File: config.mk
export PLATFORM = sky130hd
export DESIGN_NAME = flp_mul_issue
export DESIGN_NICKNAME = d
export VERILOG_FILES = /design/src/rtl/flp_mul_issue.sv
export SDC_FILE = /design/constraint.sdc
export NUM_CORES = 1
export LEC_CHECK = 0
export CAP_MARGIN = 20
export CORE_MARGIN = 2
export CORE_UTILIZATION = 50
export CTS_BUF_LIST = sky130_fd_sc_hd__clkbuf_8 sky130_fd_sc_hd__clkbuf_16
export CTS_CLUSTER_SIZE = 24
export DETAILED_ROUTE_END_ITERATION = 8
export GPL_ROUTABILITY_DRIVEN = 0
export PLACE_DENSITY_LB_ADDON = 0.25
export SLEW_MARGIN = 0
export SYNTH_ARGS = -nofsm -noshare
export SYNTH_HDL_FRONTEND = slang
export SYNTH_SLANG_ARGS = --single-unit
File: constraint.sdc
create_clock -name clk -period 7.4 [get_ports clk]
set_input_delay 1.48 -clock clk [delete_from_list [all_inputs] [get_ports clk]]
set_output_delay 1.48 -clock clk [all_outputs]
set_load 0.005 [all_outputs]
File: src/rtl/flp_mul_issue.sv
`timescale 1ns/1ps
// flp_mul_issue: operand-pair issue buffer in front of a floating-point
// multiplier. Pairs are queued in a small circular FIFO that feeds one output
// register. The output register always holds the oldest pair. Each pair
// carries a flag marking it as special (zero, infinity or NaN operand), so the
// multiplier can skip the significand product for it.
module flp_mul_issue #(
  parameter int EWIDTH = 8,
  parameter int SWIDTH = 23,
  parameter int DEPTH  = 4,
  localparam int FWIDTH = 1 + EWIDTH + SWIDTH
) (
  input  logic                     clk,
  input  logic                     nrst,
  input  logic                     i_flush,
  input  logic [FWIDTH-1:0]        i_a,
  input  logic [FWIDTH-1:0]        i_b,
  input  logic                     i_valid,
  output logic                     o_ready,
  output logic [FWIDTH-1:0]        o_a,
  output logic [FWIDTH-1:0]        o_b,
  output logic                     o_spec,
  output logic                     o_valid,
  input  logic                     i_ready,
  output logic [$clog2(DEPTH):0]   o_count
);

  // The output register counts toward capacity, so the FIFO needs one slot fewer.
  localparam int SLOTS = DEPTH - 1;
  localparam int PW    = (SLOTS > 1) ? $clog2(SLOTS) : 1;
  localparam int CW    = $clog2(DEPTH) + 1;

  localparam logic [CW-1:0] FULL_COUNT = CW'(DEPTH);
  localparam logic [PW-1:0] LAST_SLOT  = PW'(SLOTS - 1);

  logic [FWIDTH-1:0] slot_a    [SLOTS];
  logic [FWIDTH-1:0] slot_b    [SLOTS];
  logic              slot_spec [SLOTS];

  logic [PW-1:0] rd_ptr;
  logic [PW-1:0] wr_ptr;
  logic [CW-1:0] count;
  logic [CW-1:0] count_next;
  logic [CW-1:0] fifo_count;

  logic push;
  logic pop;
  logic fifo_empty;
  logic load_direct;
  logic load_fifo;
  logic in_spec;

  // An operand is special when it is zero (not subnormal), infinity or NaN.
  function automatic logic is_special(input logic [EWIDTH-1:0] exp_f,
                                      input logic [SWIDTH-1:0] sig_f);
    return (exp_f == '1) || ((exp_f == '0) && (sig_f == '0));
  endfunction

  // The slot count is not always a power of two, so pointers wrap explicitly.
  function automatic logic [PW-1:0] bump(input logic [PW-1:0] ptr);
    return (ptr == LAST_SLOT) ? '0 : ptr + PW'(1);
  endfunction

  // Handshakes, routing decisions and the next occupancy value.
  always_comb begin
    push        = i_valid & o_ready;
    pop         = o_valid & i_ready;
    fifo_count  = count - CW'(o_valid);
    fifo_empty  = (fifo_count == '0);
    load_direct = push & fifo_empty & (~o_valid | pop);
    load_fifo   = pop & ~fifo_empty;
    count_next  = count + CW'(push) - CW'(pop);
    in_spec     = is_special(i_a[FWIDTH-2:SWIDTH], i_a[SWIDTH-1:0]) |
                  is_special(i_b[FWIDTH-2:SWIDTH], i_b[SWIDTH-1:0]);
  end

  // FIFO slot storage. It has no reset because the pointers define what is live.
  always_ff @(posedge clk) begin
    if (push && !load_direct) begin
      slot_a[wr_ptr]    <= i_a;
      slot_b[wr_ptr]    <= i_b;
      slot_spec[wr_ptr] <= in_spec;
    end
  end

  // Occupancy, pointers and the output register. Reset wins over flush, and flush wins over traffic.
  always_ff @(posedge clk) begin
    if (!nrst) begin
      rd_ptr  <= '0;
      wr_ptr  <= '0;
      count   <= '0;
      o_ready <= 1'b1;
      o_valid <= 1'b0;
      o_spec  <= 1'b0;
      o_a     <= '0;
      o_b     <= '0;
    end else if (i_flush) begin
      rd_ptr  <= '0;
      wr_ptr  <= '0;
      count   <= '0;
      o_ready <= 1'b1;
      o_valid <= 1'b0;
      o_spec  <= 1'b0;
    end else begin
      count   <= count_next;
      o_ready <= (count_next < FULL_COUNT);
      if (push && !load_direct) begin
        wr_ptr <= bump(wr_ptr);
      end
      if (load_fifo) begin
        o_a     <= slot_a[rd_ptr];
        o_b     <= slot_b[rd_ptr];
        o_spec  <= slot_spec[rd_ptr];
        o_valid <= 1'b1;
        rd_ptr  <= bump(rd_ptr);
      end else if (load_direct) begin
        o_a     <= i_a;
        o_b     <= i_b;
        o_spec  <= in_spec;
        o_valid <= 1'b1;
      end else if (pop) begin
        o_valid <= 1'b0;
        o_spec  <= 1'b0;
      end
    end
  end

  assign o_count = count;

endmodule

==> results.md, run 1 <==
- Routed vias: 6964
- CP max stage cell: buf_4
- H-tree depth: 1
- Wirelength, routed: 22.9 mm
- Initial antenna violation count: 0
- Area after DPL: 12300 µm²
- Nets: 1013
- Fmax: 286 MHz
- Design area: 13200 µm²
- Post-CTS Hold Fix Bufs: 0
- Port Buffers: 138
- Slew @ Worst Pin: 702 ps
- WP data required: 7810 ps
- Routed length on met1: 9.89 mm
- Data arrival, critical path: 3920 ps
- Path category of the worst min-delay check: flop to flop
- Xor/xnor share of the synthesized area: 0.246%
- First-pass GRT wire length: 36.3 mm
- Initial DRC count: 461
- Sequential share of the synthesized area: 69.0%
- Drt pass-1 iters: 6
- Clock Path Buffers: 3
- Via density: 5.63
- Vias in the first global route: 6866
- Post-layout min period: 3500 ps
- Sink Count: 271
- Worst hold stages: 2
- Setup Viol. Count Final: 0
- CTS tree: built
- Core Footprint: 21000 µm²
- Met3 Wirelength: 1.52 mm
- Highest Signal Layer: met4
- Die area: 22600 µm²
- Slew HR: 53.1%
- Cell Area, Synth: 10700 µm²
- Worst reg-to-reg setup slack: 4460 ps
- Synthesized-area fraction occupied by adder cells: 0.538%
- Final period utilization: 47.3%
- Clock Skew: 8.06 ps
- DRC violations left: 0
- CTS root buffer: clkbuf_16
- Yosys warns: 0
- Clock transition at the registers of the reported paths: 60 ps
- Avg Cell Area, Syn: 13.1 µm²
- Tot GR Track Use: 20.6%
- Share of cells above drive strength 1: 7.17%
- Leakage: 4.37 nW
- Initial Util: 50.9%
- CP Capture Type: flop
- CP cell instances: clkdlybuf4s50_1, and2_1, a21boi_4, buf_4, o211ai_1, a311oi_1
- WL met2: 11.1 mm
- CTS resizes: 0
- CTS buffer count: 28
- Pins Over Slew Limit: 0
- Worst skew pair latency: 520 ps
- ANT cells: 0
- Area grow syn2layout: 23.2%
- DR WL/cell: 18.5 µm
- Final hold vios: 0
- Post-synthesis simple-gate area fraction: 10.4%
- Bufs and invs on worst path: 2
- PD cells: 262 nW/µm²
- Die span in y: 150 µm
- DIE WIDTH: 150 µm
- Cell Rows: 53
- Largest family of logic cells by synthesized area: compound AO/OA/AOI/OAI gates
- MaxCap Viol Count: 0
- Commonest non-fill, non-tap cell in the layout: edfxtp_1
- Synth Area in Compound Gates: 10.8%
- CP max FO: 48
- RSZ-0062 raised after global routing: false
- Reg2Reg Depth: 7
- CP top delay family: buffers and inverters
- TNS Setup: 0 ps
- Postcts setup bufs: 0
- Hold path start: rd_ptr[1]
- # IOs: 139
- Post-Syn Instances: 814
- RR Startpoint: o_valid
- Setup CP Type: input pin to flop
- Antenna viol nets, final: 0
- #FFs+latches synth: 271
- Post-synth cell types: 36
- HPWL Detailed: 14.0 mm
- Mux contribution to synthesized area: 6.18%
- Outcome: complete, no violations
- Slowest stage delay, CP: 590 ps
- VDD IR-drop max: 0.195 mV
- Largest net degree at the start of global routing: 67
- CP Launch Type: input pin
- Crit Reg-Reg Endpoint: o_b[12]
- Total congestion overflow after global routing: 0
- Post-synth net total: 887
- Most frequent cells in the layout: 195 x edfxtp_1, 153 x nand2_1, 138 x clkdlybuf4s50_1
==> kinds of logic after synthesis <==
kind of cell               Yosys count
AOI/OAI and AO/OA                  140
xor gates and xnor gates             3
DFF                                271
adders and majority gates            4
buffers and inverters               63
and+or+nand+nor                    267
muxes                               66
==> report_power, final <==
part           switching, W  internal (W)
clock              0.000542      0.000789
sequential        0.0000361       0.00172
combinational      0.000187      0.000183
==> final cells by class <==
| class | count | area, µm² |
|---|---|---|
| clock inverters | 19 | 104 |
| repair buffers | 152 | 1490 |
| clock buffers | 33 | 792 |
| multi-input cells | 480 | 3040 |
| fillers | 1598 | 7850 |
| inverters | 7 | 26.3 |
| flip-flops and latches | 271 | 7380 |
| well taps | 275 | 344 |
==> through the flow <==
stage	cells	setup WS, ps	hold WS, ps	total power [W]	util, %
after floorplan	814	101	451	0.00197	-
after global placement	1185	3490	462	0.00215	58.4
after detailed placement	1185	3360	473	0.00216	58.4
after CTS	1237	3930	482	0.00348	62.7
after global routing	1237	3760	517	0.00359	62.7
final	1237	3900	481	0.00345	62.7
==> worst register-to-register path, cell delays in order, from the launching register on <==
cell	delay (ps)
dfxtp_1	370
ha_1	230
xnor2_1	480
nand2_1	210
nand2_2	550
buf_4	550
nand2_1	120
a311oi_1	330
==> per-layer routing <==
| metal | vias to the layer above | GRT usage [%] |
|---|---|---|
| met5 | - | 0 |
| met4 | 0 | 5.14 |
| met3 | 38 | 4.18 |
| met2 | 220 | 34.1 |
| met1 | 3381 | 28.1 |
| li1 | 3325 | - |
==> synth_stat cells <==
library cell / number / share of area [%]
o21a_1: 2 / 0.14
a311oi_2: 10 / 1.4
xor2_1: 1 / 0.082
a31oi_1: 1 / 0.059
o211ai_1: 45 / 3.2
nand2b_1: 2 / 0.12
nand4_1: 9 / 0.53
o21ai_0: 19 / 0.89
buf_6: 6 / 0.63
fa_1: 1 / 0.19
mux2i_1: 66 / 6.2
nor2_1: 70 / 2.5
dfxtp_1: 76 / 14
a311oi_1: 54 / 4.4
a2111oi_4: 1 / 0.26
clkbuf_1: 31 / 1.1
nor3_1: 4 / 0.19
a22o_1: 1 / 0.082
a21oi_1: 4 / 0.19
or4_1: 1 / 0.070
buf_4: 1 / 0.070
a21boi_0: 1 / 0.070
and2_1: 7 / 0.41
buf_1: 2 / 0.070
inv_1: 7 / 0.25
nand2_1: 154 / 5.4
o21bai_1: 1 / 0.070
o2111ai_1: 1 / 0.082
buf_2: 16 / 0.75
ha_1: 3 / 0.35
nor4_1: 14 / 0.82
nor2b_1: 3 / 0.18
nor3b_1: 2 / 0.14
xnor2_1: 2 / 0.16
edfxtp_1: 195 / 55
nand3_1: 1 / 0.047
==> how the worst max path moves through the flow <==
stage                        end  slack [ps]     from  cells past startpoint
floorplan           slot_a[1][0]         100  i_ready                      3
global placement         o_b[15]        3490  i_ready                      6
detailed placement        o_b[9]        3360  i_ready                      6
CTS                      o_a[10]        3930  i_ready                      6
global route             o_b[12]        3760  i_ready                      6
finish                   o_b[12]        3900  i_ready                      6
==> state kept, by name, indices dropped and copies added, names as in the netlist, named ones only <==
signal     flops
o_valid        1
wr_ptr         2
o_count        3
slot_spec      3
o_a           32
slot_a        96
o_b           32
o_ready        1
rd_ptr         2
o_spec         1
slot_b        96
(Power assumes the default switching activity.)
==> inputs of run 2 (changes only) <==
--- a/config.mk
+++ b/config.mk
@@ -7,7 +7,7 @@
 export LEC_CHECK = 0
 export CAP_MARGIN = 20
 export CORE_MARGIN = 2
-export CORE_UTILIZATION = 50
+export CORE_UTILIZATION = 55
 export CTS_BUF_LIST = sky130_fd_sc_hd__clkbuf_8 sky130_fd_sc_hd__clkbuf_16
 export CTS_CLUSTER_SIZE = 24
 export DETAILED_ROUTE_END_ITERATION = 8
==> constraint.sdc (replaced) <==
create_clock -name clk -period 3.5 [get_ports clk]
set_input_delay 0.7 -clock clk [delete_from_list [all_inputs] [get_ports clk]]
set_output_delay 0.7 -clock clk [all_outputs]
set_load 0.005 [all_outputs]
==> run 2 against run 1 <==
Global-route usage increased by 1.9 points. Sequential share of layout area fell by 0.12 points. Die area is 8.9% lower. Sequential power up 110%. Clock skew grew 2.4 ps. Design area is 0.22% higher. Combinational power is 120% higher.
==> results.md, run 2 (synthesis gave the netlist of run 1 again) <==
- Outcome: complete, no violations
- Slowest stage delay, CP: 640 ps
- Final design utilization: 69.9%
- Fmax: 372 MHz
- Post-layout min period: 2690 ps
- CP max FO: 27
- CP cell instances: inv_1, ha_1, xnor2_1, nand2_1, o21bai_1, nor3b_4, buf_4
- Clock Skew: 10.5 ps
- Setup Viol. Count Final: 0
- CTS root buffer: clkbuf_16
- Leakage: 4.37 nW
- Share of cells above drive strength 1: 7.50%
- Drt pass-1 iters: 5
- # IOs: 139
- Wirelength, routed: 23.1 mm
- Tot GR Track Use: 22.5%
- Commonest non-fill, non-tap cell in the layout: edfxtp_1
- WP data required: 3730 ps
- Postcts setup bufs: 0
- H-tree depth: 1
- Initial antenna violation count: 0
- CTS tree: built
- Top Registers: slot_a x96, slot_b x96
- CP Capture Type: flop
- Slew HR: 45.0%
- PD cells: 549 nW/µm²
- Sequential share of power: 51.2%
- Total Power: 0.00725 W
- Clock power share: 37.8%
- Area grow syn2layout: 23.5%
- Clock transition at the registers of the reported paths: 60 ps
- Antenna viol nets, final: 0
- CP max stage cell: o21bai_1
- Core Footprint: 18900 µm²
- Die area: 20600 µm²
- DIE WIDTH: 143 µm
- DRC violations left: 0
- Final hold vios: 0
- DR WL/cell: 18.9 µm
- Total congestion overflow after global routing: 0
- Data arrival, critical path: 2920 ps
- Largest net degree at the start of global routing: 91
- Slew @ Worst Pin: 825 ps
- Via density: 5.78
- Worst skew pair latency: 520 ps
- Area after DPL: 12400 µm²
- Port Buffers: 138
- Cell Rows: 50
- Most frequent cells in the layout: 195 x edfxtp_1, 153 x nand2_1, 138 x clkdlybuf4s50_1
- Vias in the first global route: 6724
- Sink Count: 271
- Design area: 13200 µm²
- Die span in y: 143 µm
- Path category of the worst min-delay check: flop to flop
- Routed vias: 7046
- ANT cells: 0
- MaxCap Viol Count: 0
- RSZ-0062 raised after global routing: false
- Net switching power: 0.00162 W
- Initial DRC count: 565
- HPWL Detailed: 13.7 mm
- CP Launch Type: flop
- VDD IR-drop max: 0.433 mV
- Comb pwr share: 11.0%
- Initial Util: 56.6%
- CTS buffer count: 27
- Pins Over Slew Limit: 0
- Post-CTS Hold Fix Bufs: 0
- Clock Path Buffers: 3
- First-pass GRT wire length: 36.2 mm
- Setup CP Type: flop to flop
- TNS Setup: 0 ps
- Placed cell count: 1172
- Switching part of the total: 22.4%
- Final period utilization: 76.8%
- Non-filler instance count after layout: 1220
- CTS resizes: 0
- Nets: 1014
- Internal power: 0.00563 W
## run 2: changes by cell type in the layout (fill, tap and decap cells not counted), sizes merged
cell	change
clkbuf	-3
buf	+2
bufinv	+1
inv	-3
clkinv	+1
## run 2: worst max-delay path: cells and delay by family, from the launching register on
kind / cells / cell delay [ps]
adder cells (fa/ha/maj): 1 / 190
AND/OR/NAND/NOR: 2 / 330
buffers and inverters: 2 / 350
flip-flops: 1 / 370
XOR/XNOR: 1 / 510
AO/OA/AOI/OAI: 1 / 640
## run 2: cell type report
class	instances	area, µm²
clock buffers	30	717
inverters	7	26.3
multi-input cells	480	3060
clock inverters	18	130
flip-flops and latches	271	7380
fillers	1340	5690
repair buffers	154	1560
well taps	260	325
## run 2: worst paths after layout
kind	startpoint	to	slack, ps	cells after the start
max	o_count[0]	slot_b[2][3]	810	7
min	o_a[5]	o_a[5]	500	2
max reg2reg	o_count[0]	slot_b[2][3]	810	7
min reg2reg	o_a[5]	o_a[5]	500	2
## run 2: per-stage QoR
step           hold WS, ps  setup slack (ps)
5_1_grt                513               555
4_1_cts                499               790
3_3_place_gp           466               643
2_1_floorplan          451              -716
3_5_place_dp           490               628
6_report               498               813
## run 2: layer usage
| metal | track usage, % | routed length [µm] |
|---|---|---|
| met5 | 0 | 0 |
| met1 | 31.3 | 10000 |
| met3 | 2.97 | 1210 |
| met2 | 37.4 | 11300 |
| met4 | 6.81 | 593 |
## run 2: power groups by stage
stage / Clock [W] / Sequential, W / Combinational (W)
6_report: 0.00274 / 0.00371 / 0.000800
5_1_grt: 0.00291 / 0.00372 / 0.000880
4_1_cts: 0.00278 / 0.00371 / 0.000807
3_5_place_dp: 0 / 0.00378 / 0.000799
3_3_place_gp: 0 / 0.00377 / 0.000779
2_1_floorplan: 0 / 0.00378 / 0.000381
